<file path="src/rtl/cam_param_ternary_pkg.sv">
// Shared defaults, index-width helper and entry layout for the parametrised
// ternary CAM.
package cam_param_ternary_pkg;

    localparam int unsigned CAM_DATA_W_DEF = 32;
    localparam int unsigned CAM_DEPTH_DEF  = 32;

    // Index width for a given depth; depth is a power of two and at least 2.
    function automatic int unsigned cam_idx_w(input int unsigned depth);
        return (depth < 2) ? 1 : $clog2(depth);
    endfunction

    // One CAM entry at the default width.
    typedef struct packed {
        logic                      valid;
        logic [CAM_DATA_W_DEF-1:0] data;
    } cam_entry_t;

endpackage

</file>
<file path="src/rtl/cam_param_ternary_if.sv">
// Request/response bundle for the ternary CAM. The requester drives the
// read/write/invalidate/search requests; the CAM returns registered results.
interface cam_param_ternary_if
    import cam_param_ternary_pkg::*;
#(
    parameter int unsigned DATA_W = CAM_DATA_W_DEF,
    parameter int unsigned DEPTH  = CAM_DEPTH_DEF
) ();

    localparam int unsigned IDX_W = cam_idx_w(DEPTH);

    logic              read_enable_i;
    logic [IDX_W-1:0]  read_index_i;
    logic              write_enable_i;
    logic [IDX_W-1:0]  write_index_i;
    logic [DATA_W-1:0] write_data_i;
    logic              invalidate_enable_i;
    logic [IDX_W-1:0]  invalidate_index_i;
    logic              search_enable_i;
    logic [DATA_W-1:0] search_data_i;
    logic [DATA_W-1:0] search_mask_i;

    logic              read_valid_o;
    logic [DATA_W-1:0] read_value_o;
    logic              search_valid_o;
    logic [IDX_W-1:0]  search_index_o;
    logic              search_multi_o;
    logic [IDX_W:0]    count_o;
    logic              full_o;

    modport master (
        output read_enable_i, read_index_i,
        output write_enable_i, write_index_i, write_data_i,
        output invalidate_enable_i, invalidate_index_i,
        output search_enable_i, search_data_i, search_mask_i,
        input  read_valid_o, read_value_o,
        input  search_valid_o, search_index_o, search_multi_o,
        input  count_o, full_o
    );

    modport slave (
        input  read_enable_i, read_index_i,
        input  write_enable_i, write_index_i, write_data_i,
        input  invalidate_enable_i, invalidate_index_i,
        input  search_enable_i, search_data_i, search_mask_i,
        output read_valid_o, read_value_o,
        output search_valid_o, search_index_o, search_multi_o,
        output count_o, full_o
    );

endinterface

</file>
<file path="src/rtl/cam_param_ternary_prio_enc.sv">
// Priority encoder over the CAM match vector: lowest matching index, any-hit
// and multi-hit flags. Purely combinational; the parent registers the result.
module cam_param_ternary_prio_enc #(
    parameter int unsigned DEPTH = 32,
    parameter int unsigned IDX_W = 5
) (
    input  logic [DEPTH-1:0] match_i,
    output logic [IDX_W-1:0] index_o,
    output logic             any_o,
    output logic             multi_o
);

    logic [IDX_W-1:0] idx;
    logic             any;
    logic             multi;

    // Ascending scan: the first hit fixes the index, any later hit sets multi.
    always_comb begin
        idx   = '0;
        any   = 1'b0;
        multi = 1'b0;
        for (int unsigned i = 0; i < DEPTH; i++) begin
            if (match_i[i]) begin
                if (any) begin
                    multi = 1'b1;
                end else begin
                    idx = IDX_W'(i);
                end
                any = 1'b1;
            end
        end
    end

    assign index_o = idx;
    assign any_o   = any;
    assign multi_o = multi;

endmodule

</file>
<file path="src/rtl/cam_param_ternary.sv">
// Parametrised ternary CAM: per-entry valid bits, write/invalidate, masked
// search with priority resolution and multi-hit flag, and occupancy count.
// Read and search results appear one cycle after the request and reflect the
// contents before that cycle's write/invalidate.
module cam_param_ternary
    import cam_param_ternary_pkg::*;
#(
    parameter int unsigned DATA_W = CAM_DATA_W_DEF,
    parameter int unsigned DEPTH  = CAM_DEPTH_DEF
) (
    input logic             clk_i,
    input logic             rst_i,
    cam_param_ternary_if.slave bus
);

    localparam int unsigned    IDX_W      = cam_idx_w(DEPTH);
    localparam logic [IDX_W:0] COUNT_ONE  = {{IDX_W{1'b0}}, 1'b1};
    localparam logic [IDX_W:0] FULL_COUNT = (IDX_W + 1)'(DEPTH);

    logic [DATA_W-1:0] data_q [DEPTH];
    logic [DEPTH-1:0]  valid_q, valid_d;
    logic [IDX_W:0]    count_q, count_d;

    logic              read_valid_q, read_valid_d;
    logic [DATA_W-1:0] read_value_q, read_value_d;
    logic              search_valid_q, search_valid_d;
    logic [IDX_W-1:0]  search_index_q, search_index_d;
    logic              search_multi_q, search_multi_d;

    logic [DEPTH-1:0]  match;
    logic [IDX_W-1:0]  enc_index;
    logic              enc_any;
    logic              enc_multi;
    logic              wr_new;
    logic              inv_drop;

    // Ternary compare of every entry against the key, gated by the valid bit.
    always_comb begin
        match = '0;
        for (int unsigned i = 0; i < DEPTH; i++) begin
            match[i] = valid_q[i] &&
                       (((data_q[i] ^ bus.search_data_i) & bus.search_mask_i) == '0);
        end
    end

    cam_param_ternary_prio_enc #(
        .DEPTH (DEPTH),
        .IDX_W (IDX_W)
    ) u_prio_enc (
        .match_i (match),
        .index_o (enc_index),
        .any_o   (enc_any),
        .multi_o (enc_multi)
    );

    // Valid-bit and occupancy update. Invalidate is applied before write so a
    // same-index write wins; the count moves only on real valid transitions,
    // so a write and an invalidate that both change state cancel out.
    always_comb begin
        valid_d  = valid_q;
        count_d  = count_q;
        wr_new   = bus.write_enable_i && !valid_q[bus.write_index_i];
        inv_drop = bus.invalidate_enable_i && valid_q[bus.invalidate_index_i] &&
                   !(bus.write_enable_i &&
                     (bus.write_index_i == bus.invalidate_index_i));
        if (bus.invalidate_enable_i) begin
            valid_d[bus.invalidate_index_i] = 1'b0;
        end
        if (bus.write_enable_i) begin
            valid_d[bus.write_index_i] = 1'b1;
        end
        case ({wr_new, inv_drop})
            2'b10:   count_d = count_q + COUNT_ONE;
            2'b01:   count_d = count_q - COUNT_ONE;
            default: count_d = count_q;
        endcase
    end

    // Next values of the single-cycle read and search result pulses.
    always_comb begin
        read_valid_d   = 1'b0;
        read_value_d   = '0;
        search_valid_d = 1'b0;
        search_index_d = '0;
        search_multi_d = 1'b0;
        if (bus.read_enable_i && valid_q[bus.read_index_i]) begin
            read_valid_d = 1'b1;
            read_value_d = data_q[bus.read_index_i];
        end
        if (bus.search_enable_i) begin
            search_valid_d = enc_any;
            search_index_d = enc_index;
            search_multi_d = enc_multi;
        end
    end

    // Control state and result registers; reset drops valid bits and results.
    always_ff @(posedge clk_i or negedge rst_i) begin
        if (!rst_i) begin
            valid_q        <= '0;
            count_q        <= '0;
            read_valid_q   <= 1'b0;
            read_value_q   <= '0;
            search_valid_q <= 1'b0;
            search_index_q <= '0;
            search_multi_q <= 1'b0;
        end else begin
            valid_q        <= valid_d;
            count_q        <= count_d;
            read_valid_q   <= read_valid_d;
            read_value_q   <= read_value_d;
            search_valid_q <= search_valid_d;
            search_index_q <= search_index_d;
            search_multi_q <= search_multi_d;
        end
    end

    // Data storage is not reset; an entry's contents only matter once valid.
    always_ff @(posedge clk_i) begin
        if (bus.write_enable_i) begin
            data_q[bus.write_index_i] <= bus.write_data_i;
        end
    end

    assign bus.read_valid_o   = read_valid_q;
    assign bus.read_value_o   = read_value_q;
    assign bus.search_valid_o = search_valid_q;
    assign bus.search_index_o = search_index_q;
    assign bus.search_multi_o = search_multi_q;
    assign bus.count_o        = count_q;
    assign bus.full_o         = (count_q == FULL_COUNT);

endmodule

</file>
<file path="src/flat_wrapper.sv">
// flat-port wrapper written by rule: the top's interface ports become plain ports
module cam_param_ternary_flat import cam_param_ternary_pkg::*;
#(
    parameter int unsigned DATA_W = CAM_DATA_W_DEF,
    parameter int unsigned DEPTH  = CAM_DEPTH_DEF
)
  (clk_i, rst_i, bus_read_enable_i, bus_read_index_i, bus_write_enable_i, bus_write_index_i, bus_write_data_i, bus_invalidate_enable_i, bus_invalidate_index_i, bus_search_enable_i, bus_search_data_i, bus_search_mask_i, bus_read_valid_o, bus_read_value_o, bus_search_valid_o, bus_search_index_o, bus_search_multi_o, bus_count_o, bus_full_o);
  cam_param_ternary_if #(.DATA_W(DATA_W), .DEPTH(DEPTH)) bus_i ();
  input logic clk_i;
  input logic rst_i;
  input wire logic [$bits(bus_i.read_enable_i)-1:0] bus_read_enable_i;
  input wire logic [$bits(bus_i.read_index_i)-1:0] bus_read_index_i;
  input wire logic [$bits(bus_i.write_enable_i)-1:0] bus_write_enable_i;
  input wire logic [$bits(bus_i.write_index_i)-1:0] bus_write_index_i;
  input wire logic [$bits(bus_i.write_data_i)-1:0] bus_write_data_i;
  input wire logic [$bits(bus_i.invalidate_enable_i)-1:0] bus_invalidate_enable_i;
  input wire logic [$bits(bus_i.invalidate_index_i)-1:0] bus_invalidate_index_i;
  input wire logic [$bits(bus_i.search_enable_i)-1:0] bus_search_enable_i;
  input wire logic [$bits(bus_i.search_data_i)-1:0] bus_search_data_i;
  input wire logic [$bits(bus_i.search_mask_i)-1:0] bus_search_mask_i;
  output wire logic [$bits(bus_i.read_valid_o)-1:0] bus_read_valid_o;
  output wire logic [$bits(bus_i.read_value_o)-1:0] bus_read_value_o;
  output wire logic [$bits(bus_i.search_valid_o)-1:0] bus_search_valid_o;
  output wire logic [$bits(bus_i.search_index_o)-1:0] bus_search_index_o;
  output wire logic [$bits(bus_i.search_multi_o)-1:0] bus_search_multi_o;
  output wire logic [$bits(bus_i.count_o)-1:0] bus_count_o;
  output wire logic [$bits(bus_i.full_o)-1:0] bus_full_o;
  assign bus_i.read_enable_i = bus_read_enable_i;
  assign bus_i.read_index_i = bus_read_index_i;
  assign bus_i.write_enable_i = bus_write_enable_i;
  assign bus_i.write_index_i = bus_write_index_i;
  assign bus_i.write_data_i = bus_write_data_i;
  assign bus_i.invalidate_enable_i = bus_invalidate_enable_i;
  assign bus_i.invalidate_index_i = bus_invalidate_index_i;
  assign bus_i.search_enable_i = bus_search_enable_i;
  assign bus_i.search_data_i = bus_search_data_i;
  assign bus_i.search_mask_i = bus_search_mask_i;
  assign bus_read_valid_o = bus_i.read_valid_o;
  assign bus_read_value_o = bus_i.read_value_o;
  assign bus_search_valid_o = bus_i.search_valid_o;
  assign bus_search_index_o = bus_i.search_index_o;
  assign bus_search_multi_o = bus_i.search_multi_o;
  assign bus_count_o = bus_i.count_o;
  assign bus_full_o = bus_i.full_o;
  cam_param_ternary #(.DATA_W(DATA_W), .DEPTH(DEPTH)) u_core (.clk_i(clk_i), .rst_i(rst_i), .bus(bus_i));
endmodule
</file>
<file path="config.mk">
export PLATFORM = sky130hd
export DESIGN_NAME = cam_param_ternary_flat
export DESIGN_NICKNAME = d
export VERILOG_FILES = /design/src/rtl/cam_param_ternary_pkg.sv /design/src/rtl/cam_param_ternary_if.sv /design/src/rtl/cam_param_ternary_prio_enc.sv /design/src/rtl/cam_param_ternary.sv /design/src/flat_wrapper.sv
export SDC_FILE = /design/constraint.sdc
export NUM_CORES = 2
export LEC_CHECK = 0
export CAP_MARGIN = 20
export CORE_MARGIN = 2
export CORE_UTILIZATION = 38
export CTS_BUF_LIST = sky130_fd_sc_hd__clkbuf_16
export DETAILED_ROUTE_END_ITERATION = 7
export PLACE_DENSITY = 0.56
export RECOVER_POWER = 50
export SLEW_MARGIN = 10
export SYNTH_ARGS = -nofsm -noshare
export SYNTH_HDL_FRONTEND = slang
export SYNTH_HIERARCHICAL = 1
export SYNTH_SLANG_ARGS = --single-unit
</file>
<file path="constraint.sdc">
create_clock -name clk_i -period 3.49 [get_ports clk_i]
set_input_delay 0.698 -clock clk_i [delete_from_list [all_inputs] [get_ports clk_i]]
set_output_delay 0.698 -clock clk_i [all_outputs]
set_load 0.01 [all_outputs]
</file>
==> impl_metrics.json <==
{
  "r2r_setup_slack_ns": -0.24,
  "num_rows": 143,
  "startpoint_type": "input pin",
  "synth_area_leaders": "edfxtp_1 (53%), xor2_1 (15%), mux4_2 (13%)",
  "grt.overflow.total": 0,
  "min_to": "u_core/bus.count_o[5]",
  "drv_cap": 27,
  "hp-class": "flip-flop to flip-flop",
  "crit_path_start": "bus_search_mask_i[11]",
  "die_h_um": 396,
  "powerDensity_nw_per_um2": 465,
  "cts_buffers": 134,
  "crit_chain": "buf_4, buf_12, buf_4, buf_4, a222oi_1, nand4_1, nor4_2, buf_4, nor2_1, a21oi_2, o31ai_1, a311o_1, nand3_1, and2_1",
  "drc": 0,
  "grt_max_degree": 43,
  "syn_avg_cell_area_um2": 15.1,
  "synthCells": 3875,
  "syn-num-nets": 3998,
  "holdPathStages": 1,
  "synth_seq_cells": 1102,
  "via_per_inst": 6.34,
  "slew_headroom_pct": -74.4,
  "yosysSeqAreaShare_pct": 56.0,
  "cp.arrival_ns": 4.48,
  "ios": 164,
  "cpPeakStageDelay_ns": 0.86,
  "yosysUniqueCellTypes": 79,
  "io_buffers": 163,
  "worst_slack_ns": -0.286,
  "placed_cells": 6830,
  "layoutNonFillerInstCount": 7092,
  "skew_ns": 0.0282,
  "vdd_ir_drop_max_uv": 394,
  "slowest_stage": "a222oi_1",
  "die_w_um": 396,
  "syn_to_final_growth_pct": 30.0,
  "crit_fanout": 10,
  "multi_input_area_um2": 24800,
  "synth_edf_count": 1024,
  "clock_sinks": 1102,
  "place_ws_ns": -0.876,
  "nets": 5070,
  "initial_core_util_pct": 38.3,
  "outcome": "complete, but fails checks",
  "clock_path_buffers": 3,
  "routabilityCongestion": 1.10,
  "critPathMostFrequentCell": "buf_4",
  "regArea_um2": 32700,
  "hold_violations": 0,
  "ys_top_cells_by_count": "xor2_1 (1,027), edfxtp_1 (1,024), mux4_2 (345)",
  "cp-end-kind": "flip-flop",
  "power.leakage_nw": 28.1,
  "finalCriticalPeriod_ns": 3.78,
  "finalSetupViolCount": 7,
  "grt_pass1_wl_um": 403000,
  "fp.coreArea_um2": 152000,
  "die_area_um2": 157000,
  "async_flop_share_pct": 7.08,
  "syn-cell-area_um2": 58400,
  "drt-total-wl_um": 309000,
  "clk_pin_slew_ns": 0.06,
  "synth.top_cell.area_share_pct": 52.7,
  "cts_tree": "yes",
  "crit_required_ns": 4.20,
  "vias": 45000,
  "fillers": 13200,
  "grt_pass1_vias": 43000,
  "fin_crit_sh_pct": 108,
  "ys.flop_type": "edfxtp_1",
  "dp_hpwl_um": 238000,
  "critical_path_class": "input pin to flip-flop",
  "r2r_start": "u_core/data_q[27][29]",
  "violations": "capacitance limit, slew limit, setup timing",
  "antenna_found_initial": 21,
  "ant_nets": 0,
  "firstDrtPassIters": 6,
  "htreeDepth": 4,
  "slew_viol_final": 878,
  "synth_area_leader_cell": "edfxtp_1",
  "rr_worst_depth": 12,
  "synth.most_common_cell": "xor2_1",
  "grt_usage_pct": 38.8,
  "clk_latency_ns": 0.79,
  "synth.yosys.warnings": 6,
  "root_buffer": "clkbuf_16",
  "first_iter_violations": 7986,
  "drive_gt1_share_pct": 34.7,
  "rsz0062_at_grt": "true",
  "fmax_mhz": 265,
  "tightest_slew_ns": 2.62,
  "hold_path_startpoint": "u_core/bus.count_o[5]",
  "wl_per_cell_um": 43.5,
  "timing.rr.end": "u_core/bus.search_index_o[1]"
}
[where the power goes]
part | leakage [nW] | internal, mW | total (mW) | switching (mW)
logic | 15.7 | 2.57 | 6.35 | 3.78
clock network | 2.18 | 7.80 | 13.9 | 6.09
registers | 10.2 | 14.8 | 15.0 | 0.277
total | 28.1 | 25.1 | 35.3 | 10.1
[flip-flops by register name, summed over array words and instances, names as in the netlist]
signal	count
u_core/bus.count_o	6
u_core/bus.read_valid_o	1
u_core/bus.read_value_o	32
u_core/bus.search_index_o	5
u_core/bus.search_multi_o	1
u_core/bus.search_valid_o	1
u_core/data_q	1024
u_core/valid_q	32
[repair_timing]
item / 4_1_cts / 5_1_grt
hold buffers: 1 / 0
setup buffers: 2 / 5
pin swaps: 9 / 16
gates cloned: 0 / 0
endpoints found under the setup margin: 5 / 8
gates resized for setup: 21 / 38
hold endpoints to repair: 34 / 0
[critical path: cells and delay by family]
family          cells  cell delay [ns]
compound gates      4             1.46
buf+inv             5             0.91
simple gates        5             1.38
[area by class of cell]
type	count	share of cell area (%)
Antenna cell	7	0.0231
Clock buffer	134	4.42
Clock inverter	110	1.20
Inverter	28	0.138
Multi-Input combinational cell	2420	32.7
Sequential cell	1102	43.1
Tap cell	2030	3.35
Timing Repair Buffer	1261	15.1
[worst max path at each step]
stage,endpoint,slack (ns),cells past startpoint
3_5_place_dp,u_core/bus.search_index_o[1],-0.88,15
3_3_place_gp,u_core/bus.search_index_o[1],-0.95,15
4_1_cts,u_core/bus.search_index_o[0],0.004,11
5_1_grt,u_core/bus.count_o[4],-0.09,15
6_report,u_core/bus.search_index_o[1],-0.29,14
2_1_floorplan,u_core/bus.search_multi_o,0.0001,15
[metrics by stage]
step | power (mW) | hold WS (ns) | TNS, ns | utilization (%) | area [µm²]
after floorplan | 17.6 | 0.402 | 0 | - | 58700
after global placement | 21.4 | 0.491 | -7.38 | 46.9 | 71400
after detailed placement | 21.4 | 0.492 | -7.07 | 46.9 | 71400
after CTS | 35.2 | 0.459 | 0 | 49.8 | 75800
after global routing | 36.0 | 0.522 | -0.379 | 49.8 | 75900
final | 35.3 | 0.490 | -1.06 | 49.9 | 75900
[metal layers]
layer	vias to the layer above	wire length (µm)	global-route usage, %
met2	3315	132000	56.4
met5	-	90	0
li1	17400	-	-
met4	12	21100	21.8
met1	23500	119000	52.3
met3	665	37400	11.0
[logic make-up after synthesis]
kind of cell | after synthesis | share of synthesized area, %
fa+ha+maj | 7 | 0.159
simple gates | 376 | 3.53
buf+inv | 353 | 2.55
mux | 381 | 14.0
xor+xnor | 1034 | 15.5
compound gates | 622 | 8.28
flops | 1102 | 56.0
[layout by cell type (no fill, tap or decap), types with 8 or more instances in the layout]
master | Yosys | layout
edfxtp_1 | 1024 | 1024
xor2_1 | 1027 | 1020
buf_4 | 9 | 902
mux4_2 | 345 | 345
a22oi_1 | 217 | 215
buf_12 | 0 | 154
clkbuf_16 | 0 | 134
a22o_1 | 118 | 117
a221oi_1 | 118 | 107
clkdlybuf4s50_1 | 0 | 80
nand4_1 | 79 | 79
dfrtp_1 | 78 | 78
o21ai_0 | 76 | 75
nand2_1 | 56 | 55
inv_1 | 27 | 52
nand3_1 | 54 | 51
nor2_1 | 75 | 43
buf_2 | 52 | 42
clkbuf_1 | 189 | 40
clkinv_1 | 0 | 34
dlygate4sd3_1 | 0 | 34
mux2i_1 | 34 | 34
nor2_4 | 1 | 33
a222oi_1 | 32 | 32
clkinv_2 | 0 | 22
nor3_1 | 23 | 18
a21oi_1 | 20 | 18
a221oi_2 | 0 | 11
nor4_2 | 1 | 11
bufinv_16 | 0 | 10
nor2_2 | 9 | 9
nand3b_1 | 8 | 8
nor4_1 | 24 | 8
nor4_4 | 2 | 8
Note: power is estimated with default switching activity, not from simulation.
